### src/rtl/alu_register_stage.sv
// alu_register_stage: registered accumulator behind the 4-bit ALU.
// Feeds ALUout[3:0] back as operand B and adds a 4-step shift-add multiply.
module alu_register_stage (
    input  logic       Clock,
    input  logic       Reset,
    input  logic [3:0] Data,
    input  logic [2:0] Function,
    input  logic       Start,
    output logic       Busy,
    output logic       Done,
    output logic [7:0] ALUout
);

    localparam logic [0:0] S_IDLE = 1'b0;
    localparam logic [0:0] S_MUL  = 1'b1;

    logic [0:0] state;
    logic [3:0] mcand;
    logic [3:0] mplier;
    logic [7:0] acc;
    logic [1:0] step;

    logic [3:0] op_a;
    logic [3:0] op_b;
    logic [7:0] op_res;
    logic [7:0] partial;
    logic [7:0] acc_next;

    // Single-cycle result for the op selected at an accepting edge
    always_comb begin
        op_a   = Data;
        op_b   = ALUout[3:0];
        op_res = ALUout;
        case (Function)
            3'b000: op_res = {4'b0, op_a} + {4'b0, op_b};
            3'b010: op_res = {7'b0, (|op_a) | (|op_b)};
            3'b011: op_res = {7'b0, (&op_a) & (&op_b)};
            3'b100: op_res = {op_a, op_b};
            3'b101: op_res = {4'b0, op_b} << op_a[2:0];
            3'b111: op_res = 8'h00;
            default: op_res = ALUout;
        endcase
    end

    // Next accumulator value for the current multiply step
    always_comb begin
        partial  = {4'b0, mcand} << step;
        acc_next = acc + (mplier[0] ? partial : 8'h00);
    end

    // IDLE/MUL sequencer, result register and handshake flags
    always_ff @(posedge Clock or posedge Reset) begin
        if (Reset) begin
            state  <= S_IDLE;
            mcand  <= 4'h0;
            mplier <= 4'h0;
            acc    <= 8'h00;
            step   <= 2'd0;
            ALUout <= 8'h00;
            Busy   <= 1'b0;
            Done   <= 1'b0;
        end else begin
            Done <= 1'b0;
            case (state)
                S_IDLE: begin
                    if (Start) begin
                        if (Function == 3'b001) begin
                            mcand  <= Data;
                            mplier <= ALUout[3:0];
                            acc    <= 8'h00;
                            step   <= 2'd0;
                            Busy   <= 1'b1;
                            state  <= S_MUL;
                        end else begin
                            ALUout <= op_res;
                            Done   <= 1'b1;
                        end
                    end
                end
                S_MUL: begin
                    acc    <= acc_next;
                    mplier <= mplier >> 1;
                    step   <= step + 2'd1;
                    if (step == 2'd3) begin
                        ALUout <= acc_next;
                        Busy   <= 1'b0;
                        Done   <= 1'b1;
                        state  <= S_IDLE;
                    end
                end
                default: state <= S_IDLE;
            endcase
        end
    end

endmodule

### config.mk
export PLATFORM = sky130hd
export DESIGN_NAME = alu_register_stage
export DESIGN_NICKNAME = d
export VERILOG_FILES = /design/src/rtl/alu_register_stage.sv
export SDC_FILE = /design/constraint.sdc
export NUM_CORES = 1
export LEC_CHECK = 0
export CAP_MARGIN = 20
export CORE_UTILIZATION = 52
export DETAILED_ROUTE_END_ITERATION = 8
export GPL_TIMING_DRIVEN = 1
export HOLD_SLACK_MARGIN = 0.05
export PLACE_DENSITY = 0.74
export REMOVE_ABC_BUFFERS = 1
export SETUP_SLACK_MARGIN = 0.1
export SLEW_MARGIN = 5
export SYNTH_ARGS = -nofsm -noshare
export SYNTH_HDL_FRONTEND = slang
export SYNTH_SLANG_ARGS = --single-unit
### constraint.sdc
create_clock -name Clock -period 2.7 [get_ports Clock]
set_input_delay 0.675 -clock Clock [delete_from_list [all_inputs] [get_ports Clock]]
set_output_delay 0.675 -clock Clock [all_outputs]
set_load 0.005 [all_outputs]
# Yosys cells after proc, flatten, opt, wreduce, memory -nomap -nowiden
# Cells that the tools add are included.
[word_totals]
regBits = 29
elab_cells = 68
output_inout_bits = 10
input_bits = 10
[op_classes]
bitwise_logic = 3
shift = 2
muxes = 27
n_eq_ne = 14
addsub = 3
reduce_logical = 10
[ops]
columns = ["operator", "n"]
rows = [
  ["$mux W8", 6],
  ["$pmux W8 S6", 1],
  ["$pmux W8 S2", 2],
  ["$reduce_and A4 Y1", 3],
  ["$eq A3 B3 Y1 const B", 3],
  ["$mux W1", 9],
  ["$add A8 B8 Y8", 1],
  ["$mux W4", 2],
  ["$ne A2 B2 Y1 const B", 4],
  ["$pmux W4 S2", 1],
  ["$reduce_or A4 Y1", 2],
  ["$shl A4 B2 Y8", 1],
  ["$shl A4 B3 Y8", 1],
  ["$ne A7 B1 Y1 const B", 1],
  ["$eq A3 B2 Y1 const B", 2],
  ["$ne A6 B1 Y1 const B", 1],
  ["$pmux W1 S2", 3],
  ["$reduce_and A3 Y1", 2],
  ["$add A4 B4 Y5", 1],
  ["$reduce_and A5 Y1", 1],
  ["$mux W2", 2],
  ["$pmux W2 S2", 1],
  ["$eq A3 B1 Y1 const B", 1],
  ["$logic_not A3 Y1", 1],
  ["other kinds (7)", 7],
]

# Depth between registers and ports, before layout
[logic_depth]
word_depth = 6
ltp_mapped = 11
ltp_nobuf = 10

# Least setup slack after synthesis
# No wires, ideal clock.
[synth_timing]
path_type = "reg-to-reg"
start = "register step[1]"
end = "register ALUout[7]"
path_slack_ns = 0.053
path_buffers = 1
arrival_time_ns = 2.558
stages_incl_launch_ff = 11
period_less_slack_ns = 2.647
path_cell_list = "dfrtp_1 -> clkbuf_1 -> mux2_2 -> nand2_1 -> o21ai_0 -> and2_1 -> ha_1 -> or4_1 -> o22ai_1 -> mux2_2 -> a41oi_1"
[synth_between]
elab_chain_cells = 5
word_cells_on_any_way = 8
cone_classes = "add/sub: 1; eq/ne: 2; shift: 1; mux: 3; reduce/logical: 1"
[synth_rtl]
columns = ["element", "line_no", "source"]
rows = [
  ["start, declared", "21", "logic [1:0] step;"],
  ["start signal, assigned", "83", "step <= step + 2'd1;"],
  ["$shl A4 B2 Y8", "47", "partial = {4'b0, mcand} << step;"],
  ["$mux W8", "48", "acc_next = acc + (mplier[0] ? partial : 8'h00);"],
  ["$add A8 B8 Y8", "48", ""],
  ["$mux W8", "84", "if (step == 2'd3) begin"],
  ["$pmux W8 S2", "64", "case (state)"],
  ["end signal, assigned", "75", "ALUout <= op_res;"],
  ["end signal, assigned", "85", "ALUout <= acc_next;"],
  ["end, declared", "11", "output logic [7:0] ALUout"],
]
# Parallel ways exist; a longest one is shown, timed or not. The select of a mux whose other input is x is not followed.
# A chain may end at the register's enable or synchronous reset.

# Worst setup path after layout
[layout_timing]
start = "register mcand[3]"
end = "register ALUout[7]"
[layout_between]
elab_chain_cells = 5
[layout_rtl]
columns = ["element", "line_no", "source"]
rows = [
  ["start, declared", "18", "logic [3:0] mcand;"],
  ["start signal, assigned", "68", "mcand <= Data;"],
  ["$shl A4 B2 Y8", "47", ""],
  ["$mux W8", "48", ""],
  ["$add A8 B8 Y8", "48", ""],
  ["$mux W8", "84", ""],
  ["$pmux W8 S2", "64", ""],
]
# Every way passes these cells. The select of a mux whose other input is x is not followed.

==> results.yml <==
clock_network:
  insertion_delay_ns: 0.28
  cts_made_buffers: 5
  cts_root_buf: "clkbuf_8"
  cts_tree: "done"
  htreeDepth: 2
  clock-sinks: 29
  path_clk_slew_ns: 0.06
  post_cts_buffers: 0
  cts_buffer_depth: 2
yosys:
  synth_edf_count: 0
  synth_flop_cell: "dfrtp_1"
  yosysSeqAreaShare_pct: 32.8
  async_flop_share_pct: 100
  synth_cell_types: 61
  synth_cells: 238
  synth_top_area_share_pct: 32.8
  yosys_warnings: 0
  synth_area_sq_um: 2210
  synth-seq-cells: 29
  synth_top_cell_by_area: "dfrtp_1"
  syn_avg_cell_area_sq_um: 9.29
  synth_area_leaders: "dfrtp_1 33%, ha_1 7.4%, nand2_1 4.8%"
pwr:
  power_density_nw_per_um2: 979
  p_leak_nw: 1.24
  peakVddDrop_mv: 0.744
global_routing:
  overflow: 0
  antenna_found_initial: 0
  grt_pass1_wl_um: 9240
  first_global_vias: 1855
  grt_use_total_pct: 27.8
  grt_max_degree: 30
route:
  ant_nets: 0
  dr_wl_met3_um: 236
  wl_met1_um: 2450
  drc: 0
  vias_per_cell: 6.11
  dr_total_vias: 1986
  dr.first_iter.drc_count: 125
  top_layer: "met4"
  wirelength_um: 5460
  avgRoutedWirePerCell_um: 16.8
  wl_met2_um: 2660
  firstDrtPassIters: 5
floorplanning:
  row_count: 23
  die_h_um: 67.2
  ios: 20
  die_area_sq_um: 4520
  fp.dieW_um: 67.2
  core_area_sq_um: 4030
  start_util_pct: 54.9
hold_path:
  hold_depth: 2
  min_from: "mplier[1]"
  whs_endpoint: "mplier[0]"
  worstHoldPathType: "flop to flop"
timing:
  min_period_ns: 2.50
  fin_worst_skew_ns: 0.00335
  rsz0062_at_grt: "yes"
  hold_slack_ns: 0.484
  hold_violations: 0
  max_slew.worst_pin.slew_ns: 0.573
  setup_tns_ns: 0
  setup_viol: 0
  maxSlewViolCount: 0
  relSlewSlack_pct: 61.8
  period_share_pct: 92.6
  fmax_mhz: 400
outcome:
  status: "finished clean"
critical_path:
  critPathBufInv: 0
  r2r-start: "mcand[3]"
  r2r_end: "ALUout[7]"
  crit_chain: "mux2_2 > nand2_1 > o21ai_0 > and2_1 > ha_1 > or4_1 > o22ai_2 > mux2_2 > a41oi_1"
  worstPathMaxFanout: 4
  slowest_stage: "or4_1"
  critical_path_class: "flop to flop"
  r2r_cells: 9
  cp-start-kind: "flop"
  ff2ff_setup_slack_ns: 0.20
  cp.required_ns: 2.90
  crit_top_cell: "mux2_2"
  cpPeakStageDelay_ns: 0.53
  crit_arrival_ns: 2.70
  endpoint_kind: "flop"
  cpLargestDelayFamily: "simple AND/OR/NAND/NOR gates"
finish:
  drive_gt1_share_pct: 19.3
  fin_cells: 325
  num_antenna_cells: 0
  area_growth_pct: 21.1
  final_common_cell: "dfrtp_1"
  final_cell_mix: "29 x dfrtp_1, 28 x nand2_1, 21 x buf_4, 19 x clkdlybuf4s50_1, 16 x nor2_1"
  post-route-util_pct: 66.5
  final_nets: 299
placed_design:
  gp_congestion: 0.932
  dpl.hpwl_um: 4090
  portBuffers: 19
  dp.cells: 317
job:
  cap_violations: 0
==> cells by family (layout without fill, tap and decap cells) <==
family / Yosys count / count (layout) / synth area share [%]
xor+xnor: 3 / 3 / 1.19
buf+inv: 24 / 61 / 6.45
flops: 29 / 29 / 32.8
compound gates: 64 / 64 / 20.7
fa+ha+maj: 15 / 15 / 9.16
simple gates: 85 / 85 / 21.0
mux: 18 / 18 / 8.65
==> power breakdown <==
group          switching (mW)  total, mW  internal, mW
Clock                   0.164      0.464         0.300
Combinational           0.648       1.30         0.653
Sequential              0.223      0.858         0.634
Total                    1.04       2.62          1.59
==> how the worst max path moves through the flow <==
| stage | startpoint | endpoint | slack, ns | depth (start not counted) |
|---|---|---|---|---|
| after CTS | mcand[3] | ALUout[7] | 0.17 | 9 |
| after detailed placement | Data[0] | ALUout[4] | 0.04 | 9 |
| after floorplan | step[1] | ALUout[7] | 0.17 | 9 |
| final | mcand[3] | ALUout[7] | 0.20 | 9 |
| after global placement | Data[0] | ALUout[4] | 0.09 | 9 |
| after global routing | step[0] | ALUout[6] | 0.05 | 8 |
==> cell usage after synthesis (4+ instances only) <==
cell and instances:
nor2b_1 4, buf_6 5, a21oi_1 10, o211ai_1 4, nor3b_1 4, a21o_1 5
mux2i_1 9, nand2_1 28, nand3_1 4, clkbuf_1 4, nor2_1 16, ha_1 13
inv_1 11, dfrtp_1 29, nand4_1 4, mux2_2 9, o21ai_0 15
==> sequential cells by signal, summed over array words and instances (netlist names) <==
signal / count
ALUout: 8
acc: 8
mcand: 4
mplier: 4
step: 2
Busy: 1
Done: 1
state: 1
==> per-stage QoR <==
stage / area (sq um) / setup WS, ns / power (mW)
2_1_floorplan: 2110 / 0.173 / 1.62
3_3_place_gp: 2540 / 0.0860 / 2.09
3_5_place_dp: 2540 / 0.0372 / 2.13
4_1_cts: 2660 / 0.165 / 2.61
5_1_grt: 2680 / 0.0541 / 2.82
6_report: 2680 / 0.200 / 2.62
==> layer usage <==
metal	track usage, %	vias to the layer above
met1	38.0	969
li1	-	955
met4	10.6	0
met5	0	-
met2	43.8	54
met3	4.90	8
==> worst min-delay path, delay by kind of cell (launching register included) <==
family	cells	cell delay, ns
simple gates	1	0.05
flops	1	0.34
compound gates	1	0.06
==> repair_timing <==
action,in CTS,in global routing
endpoints found under the setup margin,0,4
resized for setup,0,5
hold buffers,0,0
==> cell type report <==
type,count,area (sq um)
multi-input combinational,185,1360
tap,50,62.6
sequential,29,726
inverter,12,45.0
clock buffer,7,86.3
clock inverter,1,30.0
fill,356,1350
timing repair buffer,41,368
Power figures use the tool's default switching activity.
